--- config.mk ---
export PLATFORM = sky130hd
export DESIGN_NAME = nios2_oci_dct_capture
export DESIGN_NICKNAME = d
export VERILOG_FILES = /design/src/rtl/nios2_oci_dct_capture.sv
export SDC_FILE = /design/constraint.sdc
export NUM_CORES = 1
export LEC_CHECK = 0
export CAP_MARGIN = 5
export CORE_MARGIN = 8
export CORE_UTILIZATION = 40
export DETAILED_ROUTE_END_ITERATION = 16
export GPL_ROUTABILITY_DRIVEN = 0
export PLACE_DENSITY = 0.54
export SYNTH_ARGS = -nofsm -noshare
export SYNTH_HDL_FRONTEND = slang
export SYNTH_SLANG_ARGS = --single-unit
--- constraint.sdc ---
create_clock -name clk -period 7.9 [get_ports clk]
set_clock_uncertainty 0.1 [all_clocks]
set_input_delay 1.185 -clock clk [delete_from_list [all_inputs] [get_ports clk]]
set_output_delay 1.185 -clock clk [all_outputs]
set_load 0.05 [all_outputs]
--- src/rtl/nios2_oci_dct_capture.sv ---
// Debug-capture-trace collector: buffers {dct_count, dct_buffer} samples in a
// circular store during a run, then drains them oldest-first once test_ending arrives.
module nios2_oci_dct_capture #(
  parameter int DATA_W    = 30,
  parameter int CNT_W     = 4,
  parameter int DEPTH     = 16,
  parameter int WRAP_MODE = 1,
  parameter int OVF_W     = 16
) (
  input  logic                     clk,
  input  logic                     reset,
  input  logic                     dct_valid,
  input  logic [DATA_W-1:0]        dct_buffer,
  input  logic [CNT_W-1:0]         dct_count,
  input  logic                     test_ending,
  output logic                     out_valid,
  input  logic                     out_ready,
  output logic [DATA_W-1:0]        out_data,
  output logic [CNT_W-1:0]         out_count,
  output logic [$clog2(DEPTH):0]   level,
  output logic [OVF_W-1:0]         overflow_cnt,
  output logic                     test_has_ended
);

  localparam int PTR_W = $clog2(DEPTH);
  localparam int LVL_W = PTR_W + 1;
  localparam logic [LVL_W-1:0] FULL_LEVEL = LVL_W'(DEPTH);
  localparam logic [LVL_W-1:0] ONE_LEVEL  = LVL_W'(1);

  typedef enum logic [1:0] {CAPTURE, DRAIN, DONE} state_t;

  state_t                    state, state_next;
  logic [CNT_W+DATA_W-1:0]   mem [DEPTH];
  logic [PTR_W-1:0]          wr_ptr, rd_ptr;
  logic                      full, accept, do_write, grow, pop;

  // A sample counts only in CAPTURE and only if it carries at least one unit.
  assign full      = (level == FULL_LEVEL);
  assign accept    = (state == CAPTURE) && dct_valid && (dct_count != '0);
  assign do_write  = accept && (!full || (WRAP_MODE != 0));
  assign grow      = accept && !full;
  assign out_valid = (state == DRAIN) && (level != '0);
  assign pop       = out_valid && out_ready;

  assign {out_count, out_data} = mem[rd_ptr];
  assign test_has_ended        = (state == DONE);

  always_ff @(posedge clk) begin
    if (do_write) mem[wr_ptr] <= {dct_count, dct_buffer};
  end

  // Overwriting a full buffer pushes the read pointer along so the oldest entry is lost.
  always_ff @(posedge clk or posedge reset) begin
    if (reset) begin
      wr_ptr       <= '0;
      rd_ptr       <= '0;
      level        <= '0;
      overflow_cnt <= '0;
    end else begin
      if (do_write) wr_ptr <= wr_ptr + 1'b1;
      if (pop || (do_write && full)) rd_ptr <= rd_ptr + 1'b1;
      if (grow) level <= level + 1'b1;
      else if (pop) level <= level - 1'b1;
      if (accept && full && (overflow_cnt != '1)) overflow_cnt <= overflow_cnt + 1'b1;
    end
  end

  always_ff @(posedge clk or posedge reset) begin
    if (reset) state <= CAPTURE;
    else       state <= state_next;
  end

  // The end-of-test decision must include a sample written in the same cycle.
  always_comb begin
    state_next = state;
    case (state)
      CAPTURE: if (test_ending) state_next = ((level != '0) || grow) ? DRAIN : DONE;
      DRAIN:   if (pop && (level == ONE_LEVEL)) state_next = DONE;
      DONE:    state_next = DONE;
      default: state_next = CAPTURE;
    endcase
  end

endmodule

==> out/summary.txt, run 1 <==
======================================================================================
Slowest cell on the critical path                                         sky130_fd_sc_hd__nor2b_4
Post-synthesis async set-or-reset flop share                                     5.39%
Critical Path End Type                                                     output port
Clock latency reported for the late side of the worst-skew pair                0.61 ns
Sequential share of power                                                        53.6%
Part of the power in combinational logic                                          0.9%
Final-report setup violation count                                                   0
Total core area                                                              56100 um2
Switching power total                                                          1.18 mW
Area growth from synthesis to layout                                             17.5%
Routed met1 length                                                             22.7 mm
Routed via count divided by cell count                                            5.44
Post-synthesis area per instance                                              19.2 um2
Max-capacitance violation count                                                      0
Maximum net fanout on the critical path                                             37
First-pass GRT wire length                                                     77.0 mm
Achievable frequency                                                           175 MHz
Antenna-violating nets left                                                          0
Number of port buffers                                                              95
Largest net degree at the start of global routing                                   76
Met3 layer wire length in the routed design                                    2.73 mm
Power per unit of standard cell area                                        234 nW/um2
Syn_nets                                                                          1227
Setup repair after global routing missed its margin                                 no
Fraction of layout instances using a drive strength above 1                      15.9%
Worst Hold Class                                                               reg2reg
H-tree depth reported by CTS                                                         2
Cell at the root of the clock tree                                        sky130_fd_sc_hd__clkbuf_16
Slew HR                                                                          15.1%
Setup slack of the worst register-to-register path                             4.22 ns
Post-Synthesis Cells                                                              1174
Die height                                                                      253 um
Library cells used by synthesis                                                     46
Synthesis Warnings                                                                   0
Highest ir drop seen on vdd                                                   0.144 mV
Count of flip-flops with a built-in enable after synthesis                         544
Total of flip-flops plus latches after synthesis                                   575
Met2 Routed Length                                                             25.3 mm
Endpoint of the worst-slack reg-to-reg timing path                           mem[3][1]
Post-route clock period utilization                                              72.3%
Antenna violations before repair                                                     1
Total number of clock tree sinks                                                   575
Post-CTS Setup Repair Bufs                                                           0
Number of iterations in the first detailed-routing pass                              7
Crit-path max cell delay                                                       1.12 ns
Detailed Route Iter0 Violations                                                    857
Setup crit start kind                                                        flip-flop
Total die area                                                               64200 um2
Internal portion of total power                                                5.03 mW
Total clock buffers created by CTS                                                  59
Most common library cell in the layout ignoring fill and taps             sky130_fd_sc_hd__edfxtp_1
Final std cell area, no fill                                                 26500 um2
Initial cell density of the core                                                 40.2%
Most used flip-flop cell after synthesis                                  sky130_fd_sc_hd__edfxtp_1
Residual DRC                                                                         0
Worst r2r src                                                                 state[0]
Avg WL per Cell                                                                24.6 um
Commonest cells after routing, fill and taps aside                        sky130_fd_sc_hd__edfxtp_1, sky130_fd_sc_hd__mux2i_1, sky130_fd_sc_hd__clkdlybuf4s50_1
Grt ovf                                                                              0
DIE WIDTH                                                                       253 um
Post-layout minimum cycle time                                                 5.71 ns
Source of the worst hold timing path                                      overflow_cnt[10]
Cell chain of the critical path                                           nor2b_4 > buf_4 > a221oi_1 > a22oi_1 > nand2_1 > clkdlybuf4s50_1
Required time at the endpoint of the critical path                             6.61 ns
Number of cells upsized or downsized after cts                                       0
IO Count                                                                            96
Part of the power in the clock network                                           45.4%
Overall global routing resource usage                                            16.0%
Proportion of total power due to net switching                                   19.0%
Data arrival time of the critical path                                         4.43 ns
Synth Cell Area                                                              22500 um2
Sequential fraction of the synthesis area                                        75.9%
Number of non-filler instances in the completed layout                            2103
Number of hold-slack violations in the final timing report                           0
Final wirelength                                                               51.7 mm
Cell Count Post-Placement                                                         1992
Cells on worst reg2reg path                                                          7
Layout Nets                                                                       1350
Vias after detailed routing                                                      11400
Hold-fix buffer count after cts                                                      0
Transition at the pin with the smallest max-transition slack                   1.27 ns
Via count of the first global-routing pass                                       11900
Post-DP HPWL                                                                   27.2 mm
Status                                                                    finished clean
Total leakage power                                                            8.20 nW
Worst setup path category                                                      reg2out
Post-Route Setup TNS                                                              0 ns
TritonCTS clock tree                                                               yes
Instance area after placement                                                24500 um2
Min-Delay Path Depth                                                                 1
Uppermost routed layer                                                            met4
Standard-cell rows                                                                  87
Pins over their slew limit                                                           0
Clock slew at the register clock pins of the worst setup and hold paths        0.06 ns
Max Buffers Root-to-Sink                                                             3
Number of filler cells placed in the layout                                       4727
Hold Crit Endpoint                                                        overflow_cnt[10]
======================================================================================
-- area by class of cell --
| cell class | count | area (um2) | area share [%] |
|---|---|---|---|
| Multi-Input combinational cell | 525 | 5230 | 19.7 |
| Timing Repair Buffer | 124 | 1180 | 4.46 |
| Clock inverter | 38 | 384 | 1.45 |
| Sequential cell | 575 | 17100 | 64.6 |
| Tap cell | 756 | 946 | 3.57 |
| Clock buffer | 72 | 1590 | 5.99 |
| Inverter | 12 | 45.0 | 0.170 |
| Antenna cell | 1 | 2.50 | 0.00944 |
-- per-stage QoR --
step                      worst slack (ns)  power (mW)  utilization, %  hold WS (ns)
after floorplan                       3.14        3.40               -         0.433
after global placement                2.83        3.45            43.7         0.412
after detailed placement              2.84        3.46            43.7         0.407
after CTS                             2.16        6.29            47.3         0.418
after global routing                  1.96        6.39            47.3         0.451
final                                 2.19        6.21            47.3         0.420
-- registers in the layout, indices dropped and copies added, names as in the netlist --
signal and count:
mem 544, overflow_cnt 16, state 2, wr_ptr 4, level 5, rd_ptr 4
-- cell usage after synthesis (4+ instances only) --
master                     instances  share of area (%)
sky130_fd_sc_hd__xor2_1           11               0.43
sky130_fd_sc_hd__a221oi_1         68                2.6
sky130_fd_sc_hd__o21ai_0          37               0.82
sky130_fd_sc_hd__nand3_1          11               0.24
sky130_fd_sc_hd__edfxtp_1        544                 72
sky130_fd_sc_hd__nor2_1           20               0.33
sky130_fd_sc_hd__inv_1            11               0.18
sky130_fd_sc_hd__xnor2_1          11               0.43
sky130_fd_sc_hd__buf_2            30               0.67
sky130_fd_sc_hd__nor4_1            5               0.14
sky130_fd_sc_hd__a22oi_1          34                1.1
sky130_fd_sc_hd__dfrtp_1          31                3.4
sky130_fd_sc_hd__clkbuf_1         28               0.47
sky130_fd_sc_hd__mux2_2            4               0.20
sky130_fd_sc_hd__mux2i_1         137                6.1
sky130_fd_sc_hd__nor3_1           13               0.29
sky130_fd_sc_hd__ha_1             14               0.78
sky130_fd_sc_hd__mux4_2           68                6.8
sky130_fd_sc_hd__nand4_1           8               0.22
sky130_fd_sc_hd__nand2_1          50               0.83
-- how the worst max path moves through the flow --
stage / start / endpoint / slack, ns / cells after the start
5_1_grt: rd_ptr[2] / out_data[11] / 1.96 / 6
4_1_cts: rd_ptr[2] / out_count[3] / 2.16 / 6
6_report: rd_ptr[2] / out_data[11] / 2.19 / 6
3_5_place_dp: rd_ptr[2] / out_count[3] / 2.84 / 6
2_1_floorplan: dct_valid / mem[3][0] / 3.14 / 4
3_3_place_gp: rd_ptr[2] / out_count[3] / 2.83 / 6
-- metal layers --
layer	vias to the layer above	global-route usage (%)
li1	5096	-
met5	-	0
met1	5993	21.6
met2	278	26.6
met4	0	4.27
met3	81	2.93
-- kinds of logic after synthesis --
family / count (synthesis) / share of synthesized area, %
mux: 210 / 13.1
flops: 575 / 75.9
buf+inv: 74 / 1.43
compound gates: 149 / 4.91
simple gates: 130 / 3.01
xor+xnor: 22 / 0.855
fa+ha+maj: 14 / 0.777
-- power groups by stage --
stage	logic, mW	clock network [mW]	registers, mW
finish	0.0584	2.82	3.33
detailed placement	0.0597	0	3.40
global placement	0.0566	0	3.40
CTS	0.0596	2.89	3.33
global route	0.0650	2.99	3.33
floorplan	0.00289	0	3.40
-- critical path: cells and delay by family (launching register included) --
| kind | cells | cell delay [ns] |
|---|---|---|
| and+or+nand+nor | 2 | 1.28 |
| AOI/OAI and AO/OA | 2 | 0.41 |
| buffers and inverters | 2 | 1.32 |
| DFF | 1 | 0.77 |
Power figures use the tool's default switching activity.
==> run 2, diff against run 1 <==
==> constraint.sdc (replaced) <==
create_clock -name clk -period 5.96 [get_ports clk]
set_clock_uncertainty 0.1 [all_clocks]
set_input_delay 0.894 -clock clk [delete_from_list [all_inputs] [get_ports clk]]
set_output_delay 0.894 -clock clk [all_outputs]
set_load 0.05 [all_outputs]
==> run 2 against run 1 <==
Routed wire length increased by 0.42%. Largest cell class unchanged. Via count increased by 0.40%. Global-route usage increased by 0.23 points. Hold slack got worse by 0.0034 ns.
==> out/summary.txt, run 2 (same netlist as run 1, synthesis figures left out) <==
======================================================================================
Status                                                                    finished clean
DIE WIDTH                                                                       253 um   unchanged
Hold Crit Endpoint                                                        overflow_cnt[10]
Pins over their slew limit                                                           0   unchanged
Total clock buffers created by CTS                                                  57   -3.4%
Standard-cell rows                                                                  87   unchanged
Number of flip-flops in the largest register                                       544   unchanged
Slew HR                                                                          38.6%   +24 points
TritonCTS clock tree                                                               yes
Setup slack of the worst register-to-register path                             2.61 ns   -1.61 ns
Number of port buffers                                                              95   unchanged
Kind of cell with the highest combined delay on the critical path         buffers and inverters
Most common library cell in the layout ignoring fill and taps             sky130_fd_sc_hd__edfxtp_1
Required time at the endpoint of the critical path                             4.97 ns   -1.64 ns
Post-route clock period utilization                                              83.2%
Max-capacitance violation count                                                      0   unchanged
Clock latency reported for the late side of the worst-skew pair                0.61 ns   about the same
Hold Slack                                                                    0.416 ns   -0.00345 ns
Maximum net fanout on the critical path                                             25   -32%
Worst Hold Class                                                               reg2reg
Post-CTS Setup Repair Bufs                                                           0   unchanged
Number of buffers and inverters on the critical path                                 2   unchanged
Cell at the root of the clock tree                                        sky130_fd_sc_hd__clkbuf_16
Source of the worst hold timing path                                      overflow_cnt[10]
Commonest cells after routing, fill and taps aside                        sky130_fd_sc_hd__edfxtp_1, sky130_fd_sc_hd__mux2i_1, sky130_fd_sc_hd__clkdlybuf4s50_1
Total leakage power                                                            8.18 nW   -0.28%
Register bank with the most flops                                                  mem
Final-report setup violation count                                                   0   unchanged
Worst r2r src                                                                 state[0]
Antenna-violating nets left                                                          0   unchanged
Fraction of layout instances using a drive strength above 1                      16.3%   +0.41 points
Cell chain of the critical path                                           buf_4 > mux2i_1 > a221oi_1 > a22oi_1 > nand2_1 > clkdlybuf4s50_1
Vias after detailed routing                                                      11500   +0.40%
First element of the critical path                                           rd_ptr[0]
Power per unit of standard cell area                                        303 nW/um2   +29%
Transition at the pin with the smallest max-transition slack                  0.921 ns   -0.350 ns
Biggest regs                                                              mem (544), overflow_cnt (16), level (5)
Min-Delay Path Depth                                                                 1   unchanged
Endpoint of the worst-slack reg-to-reg timing path                         mem[15][17]
Total die area                                                               64200 um2   unchanged
Residual DRC                                                                         0   unchanged
Overall global routing resource usage                                            16.3%   +0.23 points
Layout Nets                                                                       1359   +0.67%
Slowest cell on the critical path                                         sky130_fd_sc_hd__clkdlybuf4s50_1
Achievable frequency                                                           202 MHz
Total core area                                                              56100 um2   unchanged
Total number of clock tree sinks                                                   575   unchanged
First-pass GRT wire length                                                     78.1 mm   +1.5%
Largest net degree at the start of global routing                                   53   -30%
Worst setup path category                                                      reg2out
Critical Path End Type                                                     output port
Post-layout minimum cycle time                                                 4.96 ns
H-tree depth reported by CTS                                                         2   unchanged
Number of cells upsized or downsized after cts                                       0   unchanged
Crit-path max cell delay                                                       0.84 ns   -0.28 ns
Highest ir drop seen on vdd                                                   0.208 mV   +44%
Antenna cell count                                                                   0   -1
Number of hold-slack violations in the final timing report                           0   unchanged
Initial cell density of the core                                                 40.2%   unchanged
Data arrival time of the critical path                                         3.96 ns   -0.47 ns
Avg WL per Cell                                                                24.6 um   about the same
Post-DP HPWL                                                                   30.8 mm   +13%
Via count of the first global-routing pass                                       11700   -1.5%
Setup crit start kind                                                        flip-flop
IO Count                                                                            96   unchanged
Max Buffers Root-to-Sink                                                             3   unchanged
Number of iterations in the first detailed-routing pass                              6   -1
Clock slew at the register clock pins of the worst setup and hold paths        0.06 ns   about the same
Final wirelength                                                               52.0 mm   +0.42%
Detailed Route Iter0 Violations                                                    805   -6.1%
Antenna violations before repair                                                     0   -1
Die height                                                                      253 um   unchanged
Routed via count divided by cell count                                            5.44   about the same
Area growth from synthesis to layout                                             17.3%
Setup repair after global routing missed its margin                                 no
Grt ovf                                                                              0   unchanged
Power Total                                                                    8.01 mW   +29%
Hold-fix buffer count after cts                                                      0   unchanged
Cells on worst reg2reg path                                                          7   unchanged
Post-Route Setup TNS                                                              0 ns   unchanged
======================================================================================
-- run 2: cell types whose count changed in the layout (fill, tap and decap cells not counted), moves of 2 or more --
cell	previous run	this run
sky130_fd_sc_hd__inv_6	0	3
sky130_fd_sc_hd__clkinv_1	18	16
sky130_fd_sc_hd__clkbuf_16	61	57
sky130_fd_sc_hd__clkinvlp_4	0	2
sky130_fd_sc_hd__clkbuf_1	9	13
sky130_fd_sc_hd__bufinv_16	8	5
sky130_fd_sc_hd__buf_12	1	3
sky130_fd_sc_hd__buf_4	28	37
-- run 2: power breakdown --
part	switching (mW)	internal [mW]	leakage, nW
Combinational	0.0611	0.0231	2.01
Sequential	0	4.42	5.28
Clock	1.52	1.99	0.886
-- run 2: layout make-up --
class                      instances  area [um2]
multi-input combinational        525        5230
inverter                          12        45.0
tap                              756         946
fill                            4713       29600
clock buffer                      71        1490
timing repair buffer             135        1290
sequential                       575       17100
clock inverter                    37         323
-- run 2: per-layer routing --
metal / track usage (%) / up-vias / wire [um]
li1: - / 5109 / -
met1: 22.5 / 6050 / 23600
met2: 26.0 / 257 / 24800
met3: 2.91 / 78 / 2280
met4: 5.10 / 0 / 1290
met5: 0 / - / 0
-- run 2: stage by stage --
stage / util, % / instance area, um2 / instances / setup slack, ns
2_1_floorplan: - / 22500 / 1174 / 1.49
3_3_place_gp: 43.9 / 24600 / 2003 / 1.58
3_5_place_dp: 43.9 / 24600 / 2003 / 1.55
4_1_cts: 47.2 / 26400 / 2111 / 0.912
5_1_grt: 47.2 / 26400 / 2111 / 0.778
6_report: 47.2 / 26400 / 2111 / 1.00
-- run 2: worst max-delay path by stage --
stage	cells after the start	end	slack, ns
finish	6	out_data[14]	1.00
global route	6	out_data[14]	0.78
CTS	6	out_data[14]	0.91
detailed placement	6	mem[15][17]	1.55
global placement	6	out_data[14]	1.58
floorplan	4	mem[3][0]	1.49
==> run 3, diff against run 2 <==
--- a/config.mk
+++ b/config.mk
@@ -10,7 +10,7 @@
 export CORE_UTILIZATION = 40
 export DETAILED_ROUTE_END_ITERATION = 16
 export GPL_ROUTABILITY_DRIVEN = 0
-export PLACE_DENSITY = 0.54
+export PLACE_DENSITY = 0.57
 export SYNTH_ARGS = -nofsm -noshare
 export SYNTH_HDL_FRONTEND = slang
 export SYNTH_SLANG_ARGS = --single-unit
==> constraint.sdc (replaced) <==
create_clock -name clk -period 4.35 [get_ports clk]
set_clock_uncertainty 0.1 [all_clocks]
set_input_delay 0.6525 -clock clk [delete_from_list [all_inputs] [get_ports clk]]
set_output_delay 0.6525 -clock clk [all_outputs]
set_load 0.05 [all_outputs]
==> run 3 against run 2 <==
Via count shrank 1.7%. Global-route usage shrank 0.35 points. Worst setup slack lost 0.55 ns. First-iteration DRC count shrank 7.0%. Clock-buffer cell count grew 4. Non-clock buffer count shrank 3. Routed wire length shrank 1.6%. Total power grew 38%. Critical path type unchanged.
==> out/summary.txt, run 3 (same netlist as run 1, synthesis figures left out) <==
======================================================================================
Data arrival time of the critical path                                         3.15 ns   -0.81 ns
Part of the power in combinational logic                                          1.1%   about the same
Via count of the first global-routing pass                                       11700   -0.37%
Endpoint of the worst-slack reg-to-reg timing path                         mem[11][22]
Number of iterations in the first detailed-routing pass                              5   -1
Maximum net fanout on the critical path                                             30   +20%
Cells on worst reg2reg path                                                          6   -1
Post-layout util                                                                 48.0%   +0.85 points
Most common library cell in the layout ignoring fill and taps             sky130_fd_sc_hd__edfxtp_1
Worst setup path category                                                      reg2out
Sequential share of power                                                        54.6%   -0.5 points
Internal portion of total power                                                8.92 mW   +39%
Cell at the root of the clock tree                                        sky130_fd_sc_hd__clkbuf_16
Part of the power in the clock network                                           44.3%   +0.5 points
Met2 routing resource usage after global routing                                 27.3%   +1.3 points
Post-layout minimum cycle time                                                 3.90 ns
Min-Delay Path Depth                                                                 1   unchanged
Register bank with the most flops                                                  mem
Max-capacitance violation count                                                      0   unchanged
Number of flip-flops in the largest register                                       544   unchanged
Layout Nets                                                                       1359   unchanged
Clock slew at the register clock pins of the worst setup and hold paths        0.06 ns   about the same
IO Count                                                                            96   unchanged
Hold Crit Endpoint                                                        overflow_cnt[10]
Vias after detailed routing                                                      11300   -1.7%
Post-DP HPWL                                                                   31.1 mm   +0.84%
Routed via count divided by cell count                                            5.35   -1.7%
Antenna violations before repair                                                     0   unchanged
Final-report setup violation count                                                   0   unchanged
Setup crit start kind                                                        flip-flop
Setup repair after global routing missed its margin                                 no
Worst Setup Slack, final                                                      0.452 ns   -0.549 ns
Number of filler cells placed in the layout                                       4671   -0.89%
Busiest grt layer                                                                 met2
Grt ovf                                                                              0   unchanged
Overall global routing resource usage                                            15.9%   -0.35 points
Setup slack of the worst register-to-register path                             1.06 ns   -1.55 ns
Post-Route Setup TNS                                                              0 ns   unchanged
Total core area                                                              56100 um2   unchanged
Worst Hold Class                                                               reg2reg
Pins over their slew limit                                                           0   unchanged
Power per unit of standard cell area                                        412 nW/um2   +36%
Proportion of total power due to net switching                                   19.6%   -0.15 points
Number of cells upsized or downsized after cts                                       0   unchanged
Met1 GRT Util                                                                    20.7%   -1.8 points
H-tree depth reported by CTS                                                         2   unchanged
Commonest cells after routing, fill and taps aside                        sky130_fd_sc_hd__edfxtp_1, sky130_fd_sc_hd__mux2i_1, sky130_fd_sc_hd__a221oi_1, sky130_fd_sc_hd__mux4_2, sky130_fd_sc_hd__clkdlybuf4s50_1
Standard-cell rows                                                                  87   unchanged
Highest ir drop seen on vdd                                                   0.294 mV   +41%
Switching power total                                                          2.17 mW   +37%
Initial cell density of the core                                                 40.2%   unchanged
Source of the worst hold timing path                                      overflow_cnt[10]
Largest net degree at the start of global routing                                   61   +15%
Biggest regs                                                              mem (544), overflow_cnt (16), level (5)
Total number of clock tree sinks                                                   575   unchanged
Total clock buffers created by CTS                                                  60   +5.3%
Antenna-violating nets left                                                          0   unchanged
Required time at the endpoint of the critical path                             3.60 ns   -1.37 ns
Post-route clock period utilization                                              89.6%
Max Buffers Root-to-Sink                                                             3   unchanged
Total leakage power                                                            8.40 nW   +2.7%
Residual DRC                                                                         0   unchanged
Slew HR                                                                          16.4%   -22 points
Routing usage on met3                                                            2.32%   -0.60 points
Number of hold-slack violations in the final timing report                           0   unchanged
Post-CTS Setup Repair Bufs                                                           0   unchanged
Clock latency reported for the late side of the worst-skew pair                0.62 ns   about the same
Die height                                                                      253 um   unchanged
First-pass GRT wire length                                                     76.6 mm   -2.0%
Avg WL per Cell                                                                24.2 um   -1.6%
Area growth from synthesis to layout                                             19.4%
Hold Slack                                                                    0.427 ns   +0.0101 ns
Fraction of layout instances using a drive strength above 1                      18.7%   +2.4 points
Worst r2r src                                                                 state[0]
Total die area                                                               64200 um2   unchanged
TritonCTS clock tree                                                               yes
Antenna cell count                                                                   0   unchanged
Worst slack, placed                                                           0.593 ns   -0.954 ns
Detailed Route Iter0 Violations                                                    749   -7.0%
Hold-fix buffer count after cts                                                      0   unchanged
Transition at the pin with the smallest max-transition slack                   1.25 ns   +0.331 ns
Critical Path End Type                                                     output port
Achievable frequency                                                           257 MHz
Status                                                                    finished clean
DIE WIDTH                                                                       253 um   unchanged
Number of port buffers                                                              95   unchanged
Final wirelength                                                               51.1 mm   -1.6%
======================================================================================
run 3: cell count changes in the layout (fill, tap and decap cells not counted), sizes merged:
cell,change
clkdlybuf4s50,-34
inv,-1
buf,+31
clkinvlp,-1
clkinv,+1
clkbuf,+4
run 3: stage by stage:
step | area [um2] | total power [mW] | instances
finish | 26900 | 11.1 | 2111
global route | 26900 | 11.4 | 2111
CTS | 26900 | 11.2 | 2110
detailed placement | 25000 | 6.30 | 1999
global placement | 25000 | 6.29 | 1999
floorplan | 22500 | 6.18 | 1174
run 3: power groups by stage:
stage	logic (mW)	registers (mW)	clock network [mW]
after floorplan	0.00525	6.17	0
after global placement	0.122	6.17	0
after detailed placement	0.127	6.17	0
after CTS	0.128	6.05	5.02
after global routing	0.136	6.05	5.22
final	0.124	6.06	4.91
run 3: worst max-delay path, cell delays in order, from the launching register on:
cell and delay (ns):
sky130_fd_sc_hd__dfrtp_4 0.60, sky130_fd_sc_hd__and2_2 0.51, sky130_fd_sc_hd__buf_12 0.31, sky130_fd_sc_hd__a221oi_1 0.56, sky130_fd_sc_hd__o21ai_0 0.16, sky130_fd_sc_hd__nand2_1 0.19, sky130_fd_sc_hd__buf_12 0.16
run 3: final cells by class:
cell class,count,area (um2),share of cell area [%]
flip-flops and latches,575,17100,63.6
inverters,12,45.0,0.167
clock inverters,36,327,1.21
repair buffers,132,1690,6.29
well taps,756,946,3.51
multi-input cells,525,5230,19.4
clock buffers,75,1560,5.79
run 3: worst max-delay path by stage:
stage	start	endpoint
after floorplan	state[0]	mem[3][0]
after global placement	dct_valid	mem[11][5]
after detailed placement	dct_valid	mem[11][6]
after CTS	rd_ptr[3]	out_data[8]
after global routing	rd_ptr[1]	out_data[29]
final	rd_ptr[1]	out_data[29]
run 3: routing by layer:
layer | vias up | routed length (um)
li1 | 5108 | -
met1 | 5881 | 21900
met2 | 241 | 26000
met3 | 69 | 2020
met4 | 0 | 1270
met5 | - | 0
